`src/rtl/md_pkg.sv`:
```
// Shared definitions for the HI/LO issue controller: op codes, FSM states, default latencies.
package md_pkg;

   localparam int unsigned OP_W_DEF        = 4;
   localparam int unsigned MULT_CYCLES_DEF = 5;
   localparam int unsigned DIV_CYCLES_DEF  = 10;
   localparam int unsigned CNT_W           = 32;

   localparam logic [3:0] OP_NONE  = 4'd0;
   localparam logic [3:0] OP_MULT  = 4'd1;
   localparam logic [3:0] OP_MULTU = 4'd2;
   localparam logic [3:0] OP_DIV   = 4'd3;
   localparam logic [3:0] OP_DIVU  = 4'd4;
   localparam logic [3:0] OP_MTHI  = 4'd5;
   localparam logic [3:0] OP_MTLO  = 4'd6;
   localparam logic [3:0] OP_MFHI  = 4'd7;
   localparam logic [3:0] OP_MFLO  = 4'd8;

   typedef enum logic [1:0] {
      ST_IDLE  = 2'd0,
      ST_ISSUE = 2'd1,
      ST_WAIT  = 2'd2
   } state_e;

endpackage

```
`src/rtl/md_countdown.sv`:
```
// Loadable down-counter that saturates at zero; flags both "at zero" and "one step from zero".
module md_countdown
   import md_pkg::*;
#(
   parameter int unsigned W = CNT_W
) (
   input  logic         clk,
   input  logic         reset,
   input  logic         load,
   input  logic [W-1:0] load_val,
   input  logic         dec,
   output logic         zero,
   output logic         one
);

   logic [W-1:0] cnt_q;
   logic [W-1:0] cnt_d;

   always_comb begin
      cnt_d = cnt_q;
      if (load) begin
         cnt_d = load_val;
      end else if (dec && (cnt_q != '0)) begin
         cnt_d = cnt_q - W'(1);
      end
   end

   always_ff @(posedge clk or negedge reset) begin
      if (!reset) begin
         cnt_q <= '0;
      end else begin
         cnt_q <= cnt_d;
      end
   end

   assign zero = (cnt_q == '0);
   assign one  = (cnt_q == W'(1));

endmodule

```
`src/rtl/md_issue.sv`:
```
// md_issue: E-stage issue controller for the HI/LO multiply/divide unit.
// Optional build macro MD_DIVZERO_TRAP_EN: div/divu by zero is consumed locally and pulses divz.
module md_issue
   import md_pkg::*;
#(
   parameter int unsigned MULT_CYCLES = MULT_CYCLES_DEF,
   parameter int unsigned DIV_CYCLES  = DIV_CYCLES_DEF,
   parameter int unsigned OP_W        = OP_W_DEF
) (
   input  logic            clk,
   input  logic            reset,
   input  logic            e_valid,
   input  logic [OP_W-1:0] e_op,
   input  logic [31:0]     e_rs,
   input  logic [31:0]     e_rt,
   input  logic            md_busy,
   output logic            e_stall,
   output logic            md_start,
   output logic [OP_W-1:0] md_op,
   output logic [31:0]     md_a,
   output logic [31:0]     md_b,
   output logic            mf_valid,
   output logic            mf_sel,
   output logic            divz
);

   localparam logic [OP_W-1:0] K_NONE  = OP_W'(OP_NONE);
   localparam logic [OP_W-1:0] K_MULT  = OP_W'(OP_MULT);
   localparam logic [OP_W-1:0] K_MULTU = OP_W'(OP_MULTU);
   localparam logic [OP_W-1:0] K_DIV   = OP_W'(OP_DIV);
   localparam logic [OP_W-1:0] K_DIVU  = OP_W'(OP_DIVU);
   localparam logic [OP_W-1:0] K_MTHI  = OP_W'(OP_MTHI);
   localparam logic [OP_W-1:0] K_MTLO  = OP_W'(OP_MTLO);
   localparam logic [OP_W-1:0] K_MFHI  = OP_W'(OP_MFHI);
   localparam logic [OP_W-1:0] K_MFLO  = OP_W'(OP_MFLO);

   function automatic logic is_mul(input logic [OP_W-1:0] op);
      return (op == K_MULT) || (op == K_MULTU);
   endfunction

   function automatic logic is_div(input logic [OP_W-1:0] op);
      return (op == K_DIV) || (op == K_DIVU);
   endfunction

   function automatic logic is_mt(input logic [OP_W-1:0] op);
      return (op == K_MTHI) || (op == K_MTLO);
   endfunction

   function automatic logic is_mf(input logic [OP_W-1:0] op);
      return (op == K_MFHI) || (op == K_MFLO);
   endfunction

   state_e            state_q, state_d;
   logic              md_start_q, md_start_d;
   logic [OP_W-1:0]   md_op_q, md_op_d;
   logic [31:0]       md_a_q, md_a_d;
   logic [31:0]       md_b_q, md_b_d;
   logic              cnt_load;
   logic [CNT_W-1:0]  cnt_val;
   logic              cnt_dec;
   logic              cnt_zero;
   logic              cnt_one;
   logic              md_class;

   assign md_class = e_valid && (e_op != K_NONE);

`ifdef MD_DIVZERO_TRAP_EN
   logic divz_q, divz_d;
`endif

   md_countdown #(.W(CNT_W)) u_cnt (
      .clk      (clk),
      .reset    (reset),
      .load     (cnt_load),
      .load_val (cnt_val),
      .dec      (cnt_dec),
      .zero     (cnt_zero),
      .one      (cnt_one)
   );

   always_comb begin
      state_d    = state_q;
      md_start_d = 1'b0;
      md_op_d    = md_op_q;
      md_a_d     = md_a_q;
      md_b_d     = md_b_q;
      cnt_load   = 1'b0;
      cnt_val    = '0;
      cnt_dec    = 1'b0;
      e_stall    = 1'b0;
      mf_valid   = 1'b0;
      mf_sel     = 1'b0;
`ifdef MD_DIVZERO_TRAP_EN
      divz_d     = 1'b0;
`endif
      unique case (state_q)
         ST_IDLE: begin
            if (md_class) begin
               if (md_busy) begin
                  e_stall = 1'b1;
               end else if (is_mf(e_op)) begin
                  mf_valid = 1'b1;
                  mf_sel   = (e_op == K_MFHI);
`ifdef MD_DIVZERO_TRAP_EN
               end else if (is_div(e_op) && (e_rt == '0)) begin
                  divz_d = 1'b1;
`endif
               end else if (is_mul(e_op) || is_div(e_op) || is_mt(e_op)) begin
                  state_d    = ST_ISSUE;
                  md_start_d = 1'b1;
                  md_op_d    = e_op;
                  md_a_d     = e_rs;
                  md_b_d     = e_rt;
               end
            end
         end
         ST_ISSUE: begin
            e_stall = md_class;
            if (is_mul(md_op_q)) begin
               cnt_load = 1'b1;
               cnt_val  = CNT_W'(MULT_CYCLES);
               state_d  = ST_WAIT;
            end else if (is_div(md_op_q)) begin
               cnt_load = 1'b1;
               cnt_val  = CNT_W'(DIV_CYCLES);
               state_d  = ST_WAIT;
            end else begin
               state_d = ST_IDLE;
            end
         end
         ST_WAIT: begin
            e_stall = md_class;
            cnt_dec = 1'b1;
            // Count reaches zero at this edge (or already did); HI/LO also needs the unit idle.
            if ((cnt_zero || cnt_one) && !md_busy) begin
               state_d = ST_IDLE;
            end
         end
         default: state_d = ST_IDLE;
      endcase
   end

   always_ff @(posedge clk or negedge reset) begin
      if (!reset) begin
         state_q    <= ST_IDLE;
         md_start_q <= 1'b0;
         md_op_q    <= '0;
         md_a_q     <= '0;
         md_b_q     <= '0;
      end else begin
         state_q    <= state_d;
         md_start_q <= md_start_d;
         md_op_q    <= md_op_d;
         md_a_q     <= md_a_d;
         md_b_q     <= md_b_d;
      end
   end

`ifdef MD_DIVZERO_TRAP_EN
   always_ff @(posedge clk or negedge reset) begin
      if (!reset) begin
         divz_q <= 1'b0;
      end else begin
         divz_q <= divz_d;
      end
   end
   assign divz = divz_q;
`else
   assign divz = 1'b0;
`endif

   assign md_start = md_start_q;
   assign md_op    = md_op_q;
   assign md_a     = md_a_q;
   assign md_b     = md_b_q;

endmodule

```
`config.mk`:
```
export PLATFORM = sky130hd
export DESIGN_NAME = md_issue
export DESIGN_NICKNAME = d
export VERILOG_FILES = /design/src/rtl/md_pkg.sv /design/src/rtl/md_countdown.sv /design/src/rtl/md_issue.sv
export SDC_FILE = /design/constraint.sdc
export NUM_CORES = 1
export LEC_CHECK = 0
export CAP_MARGIN = 20
export CORE_MARGIN = 2
export CORE_UTILIZATION = 43
export CTS_CLUSTER_DIAMETER = 60
export DETAILED_ROUTE_END_ITERATION = 8
export DONT_BUFFER_PORTS = 1
export PLACE_DENSITY = 0.65
export SYNTH_ARGS = -nofsm -noshare
export SYNTH_HDL_FRONTEND = slang
export SYNTH_SLANG_ARGS = --single-unit
```
`constraint.sdc`:
```
create_clock -name clk -period 2 [get_ports clk]
set_input_delay 0.4 -clock clk [delete_from_list [all_inputs] [get_ports clk]]
set_output_delay 0.4 -clock clk [all_outputs]
set_load 0.03 [all_outputs]
```
Word level (Yosys, flattened, before mapping) --
Cells that the tools add are included.
Word-level totals: flip-flop bits (word level) 103, bits of input ports 72, logic and storage cells 83
Cells by class: add/sub/neg operators 1, equal/unequal tests 20, muxes and demuxes 33, bitwise operators 2, reductions and logical operators 21
Operator list (number):
- two-way mux 32 bit | 2
- == test 32 x 1 -> 1 bit, second input constant | 1
- logical NOT 32 bit | 1
- nonzero test 32 bit | 1
- subtractor 32 x 1 -> 32 bit, second input constant | 1
- == test 4 x 3 -> 1 bit, second input constant | 5
- two-way mux 1 bit | 19
- == test 4 x 2 -> 1 bit, second input constant | 4
- two-way mux 2 bit | 7
- two-way mux 4 bit | 3
- inequality test 2 bit, second input constant | 5
- AND reduction 5 bit | 2
- logical OR 1 bit | 9
- == test 4 x 1 -> 1 bit, second input constant | 2
- one-hot mux 2 bit (3 select lines) | 1
- == test 4 bit, second input constant | 1
- nonzero test 4 bit | 1
- logical AND 1 bit | 3
- == test 2 x 1 -> 1 bit, second input constant | 1
- == test 2 bit, second input constant | 1
- logical NOT 2 bit | 1
- NOT 1 bit | 2
- one-hot mux 1 bit (2 select lines) | 1
- nonzero test 2 bit | 1
- other kinds (2) | 2

Depth between registers and ports, before layout --
word-level depth 9, mapped depth 8, depth with buffers taken out 8

Cells and area by module --
From an unflattened synthesis, not the netlist that was laid out.
Second synthesis, totals: cell total of the unflattened synthesis 424, area, all modules 4897.2 µm²
By module, submodules not included:
- md_issue | instances 1, cells an instance 185, area each 2867.8 µm², sequential area each 1776.7 µm²
- md_countdown | instances 1, cells an instance 239, area each 2029.4 µm², sequential area each 800.8 µm²

Worst setup path after synthesis --
No wires, ideal clock.
path kind register -> output, start reg state_q[0], end out e_stall, arrival 1796 ps, slack -196 ps, cell stages (with the launch flop) 5, path buffers 0, path through dfrtp_1 > inv_1 > ha_1 > a21oi_1 > nor4b_1
Between the ends: cells in the longest elaborated chain, start to end 3, elaborated cells on any way between the ends 5, classes of those cells eq/ne: 2; mux: 1; reduce/logical: 2
Ends and longest elaborated chain:
- start, declared | RTL line md_issue.sv:53 | state_e state_q, state_d;
- start signal, assigned | RTL line md_issue.sv:151 | state_q <= state_d;
- == test 2 bit / == test 2 x 1 -> 1 bit (equally long branches) | RTL line md_issue.sv:96 | unique case (state_q)
- OR reduction 2 bit (no line)
- one-hot mux 1 bit (2 select lines) (*) | RTL line md_issue.sv:96
- end, declared | RTL line md_issue.sv:17 | output logic e_stall,
Mark *: on every way between the ends. The rest lies on a longest branch, timed or not.

Worst setup path after layout --
start reg u_cnt.cnt_q[13], end reg u_cnt.cnt_q[26]
Between the ends: cells in the longest elaborated chain, start to end 3, elaborated cells on any way between the ends 6, classes of those cells add/sub: 1; mux: 2; reduce/logical: 3
Ends and longest elaborated chain:
- start, declared | RTL line md_countdown.sv:16 | logic [W-1:0] cnt_q;
- start signal, assigned | RTL line md_countdown.sv:32 | cnt_q <= cnt_d;
- subtractor 32 x 1 -> 32 bit / nonzero test 32 bit (equally long branches) | RTL line md_countdown.sv:24, md_countdown.sv:23
- two-way mux 32 bit / logical AND 1 bit (equally long branches) | RTL line md_countdown.sv:23 | end else if (dec && (cnt_q != '0)) begin
- two-way mux 32 bit / nonzero test 2 bit (equally long branches)
Parallel ways exist; a longest one is shown, timed or not. The select of a mux whose other input is x is not followed. A chain may end at the register's enable or synchronous reset.

==> results by group <==
Run status
  – Status: finished with violations
  – Failing checks: negative hold slack, negative setup slack

Routing
  – Vias per cell: approximately 5.2
  – DRT iter0 DRCs: 230
  – Antenna viol nets, final: 0
  – Vias: 3839
  – First-pass DRT Iterations: 4
  – DRC Markers: 0
  – Avg WL per Cell: between 15 and 20 um
  – Routed Wire Length: between 10000 and 15000 um

Final layout
  – Finished Layout Cells: 734
  – N_diodes: 0
  – Area Growth Syn to Fin: 25.68%
  – Utilization after layout: 0.5524
  – Nets: around 670
  – Share of layout cells above drive strength 1: 0.2492
  – Number of fill cells: ~950

Clock network
  – CTS Buf Count: 9
  – CTS Root Cell: clkbuf_8
  – H-tree levels: 3
  – Clock slew seen by the registers of the worst setup and hold paths: approximately 0.11 ns
  – CTS tree: yes
  – Longest Clk Path Bufs: 2
  – Clock sinks: 103
  – Clk_lat worst skew: 0.38 ns

Power and ir drop
  – Worst vdd ir: 0.001179 V
  – Leakage: 2.924 nW
  – Design Power: 12.84 mW
  – Pwr per Cell Area: 2144 nW/um^2

Critical path
  – Crit Path Max Fanout: 6
  – CP Class: reg2reg
  – Nature of the critical path endpoint: flip-flop
  – Startpoint Class: flip-flop
  – CP arrival: 2.40 ns
  – Worst Path Required: 2.25 ns

Synth
  – Dominant cell type by area after synthesis: dfrtp_1
  – Number of synthesized flops with an enable pin: 0
  – Synth Flop Type: dfrtp_1
  – Seq/Total Area, Yosys: 0.5410
  – Synth Warn #: 0
  – Syn Std Cell Area: 4765 sq um
  – Share of the synthesized area in the top cell type: 0.5410
  – Ys async rst share: 1.000
  – Syn nets: 603
  – Avg Cell Area, Syn: 9.075 sq um
  – Register bit total from synthesis: roughly 100
  – Top cells by area, synth: dfrtp_1, nand2_1, nor2_1
  – Cell variety after synth: 57
  – Syn Inst Count: 525

Place
  – Final GP Congestion: 0.8499
  – Placed insts: 708
  – Hpwl dp: 8200 um
  – Port Buf Inserts: 0

Global routing
  – Largest net degree at the start of global routing: 104
  – All-layer global routing usage: 0.2035
  – Met2 Use GR: 0.3217
  – GRT Max-Usage Layer: met2
  – Via count of the first global-routing pass: 3861
  – Met1 Usage GRT: 0.2592
  – Total gr overflow: 0
  – Initial antenna violation count: 0
  – Global-route met3 utilization: 0.07113
  – Global-route wire length before repair: approximately 19000 um

Floorplan
  – Core box area: 10840 sq um
  – Die Y: 109.3 um
  – DIE AREA: 11940 sq um
  – Initial core utilization: 0.4395
  – Rows: 38
  – # IOs: 145
  – Die Width: between 100 and 150 um

STA
  – Setup violations, final: 33
  – Final min period: 2.146 ns
  – Clk_skew: 0.01257 ns
  – Slew Viols, Final: 0
  – Final setup margin: -0.1456 ns
  – Hold Vio Cnt, Final: about 100
  – Fmax: 466.1 MHz
  – RSZ-0062 raised after global routing: yes
  – Worst hold slack: -0.3010 ns
  – Final worst path period share: 1.073

Run
  – Maxcap violations: 0

Worst hold path
  – Tightest Hold Check Type: in2async
-- synth_stat cells, types with 2 or more instances --
cell       number
nand2_1       213
dfrtp_1       103
nor2_1         34
clkbuf_1       19
a21oi_1        16
xor2_1         13
or3_1           9
xnor2_1         9
inv_1           8
nor4_1          7
ha_1            6
o21ai_0         5
o21ai_1         5
a211oi_2        4
nand3_1         4
nor3_1          4
o2111ai_1       4
and3_1          3
buf_2           3
o211ai_1        3
o21a_1          3
or4_1           3
or4_4           3
and2_1          2
and4b_1         2
nand2b_1        2
nand3b_1        2
nand4_1         2
nand4b_1        2
nor3_4          2
o21ai_2         2
o31ai_1         2
o41ai_1         2
-- layer usage --
metal / up-vias / routed length, um
met5: - / 0
met2: 138 / 5658
met4: 0 / 248
met3: 22 / 1032
met1: 1822 / 5131
li1: 1857 / -
-- critical path: stages (launching register included) --
cell	delay, ns
dfrtp_1	0.40
or4_4	0.56
nor3_4	0.20
buf_6	0.14
nand3_4	0.11
buf_6	0.18
a211oi_4	0.20
xnor2_1	0.17
nor2_1	0.08
-- what timing repair did --
| action | in CTS | in global routing |
|---|---|---|
| hold endpoints to repair | 103 | 103 |
| gates resized for setup | 47 | 16 |
| endpoints found under the setup margin | 34 | 37 |
| setup buffers | 9 | 1 |
| pin swaps | 31 | 16 |
-- registers in the layout, summed over array words and instances, names as in the netlist --
register,flops
md_b,32
u_cnt.cnt_q,32
state_q,2
md_op,4
md_start,1
md_a,32
-- logic make-up after synthesis --
| kind of cell | after synthesis | share of synthesized area |
|---|---|---|
| AOI/OAI and AO/OA | 57 | 0.08929 |
| adders and majority gates | 6 | 0.01576 |
| xor gates and xnor gates | 22 | 0.04044 |
| muxes | 1 | 0.002101 |
| other | 1 | 0.0007871 |
| DFF | 103 | 0.5410 |
| buffers and inverters | 32 | 0.02679 |
| and+or+nand+nor | 303 | 0.2839 |
-- cells in the final DEF (no fill, tap or decap), types with 5 or more instances in the layout --
cell type / n
a21oi_1: 12
buf_4: 61
buf_6: 12
clkbuf_8: 10
dfrtp_1: 103
inv_1: 5
nand2_1: 209
nor2_1: 31
nor4_1: 5
o21ai_1: 5
or3_1: 6
xnor2_1: 8
xor2_1: 13
-- final cells by class --
class | count | area [sq um] | share of cell area
Clock buffer | 10 | 137.6 | 0.02298
Clock inverter | 6 | 62.56 | 0.01045
Multi-Input combinational cell | 390 | 2349 | 0.3922
Sequential cell | 103 | 2577 | 0.4304
Inverter | 9 | 33.78 | 0.005641
Timing Repair Buffer | 76 | 653.1 | 0.1091
Tap cell | 140 | 175.2 | 0.02925
-- final timing paths --
kind,slack (ns),cells past startpoint,from,to
min reg2reg,0.54,2,u_cnt.cnt_q[25],u_cnt.cnt_q[25]
max reg2reg,-0.15,8,u_cnt.cnt_q[13],u_cnt.cnt_q[26]
min,-0.30,0,reset,u_cnt.cnt_q[4]
min in group clk,0.12,2,e_rt[17],md_b[17]
max,-0.15,8,u_cnt.cnt_q[13],u_cnt.cnt_q[26]
max in group asynchronous,2.13,0,reset,u_cnt.cnt_q[29]
-- where the power goes --
group	internal [mW]	leakage [nW]	switching [mW]	total, mW
logic	3.01	1.50	3.65	6.65
registers	2.94	1.33	1.94	4.88
clock network	0.520	0.102	0.786	1.31
total	6.46	2.92	6.37	12.8
-- through the flow --
step	setup slack [ns]	setup TNS (ns)	cell area, sq um
after global placement	-0.1155	-1.604	5398
final	-0.1456	-2.670	5988
after CTS	-0.1126	-1.761	5874
after global routing	-0.2266	-5.400	5988
after detailed placement	-0.1593	-2.375	5398
after floorplan	-0.05876	-0.2978	4788
(Power assumes the default switching activity.)
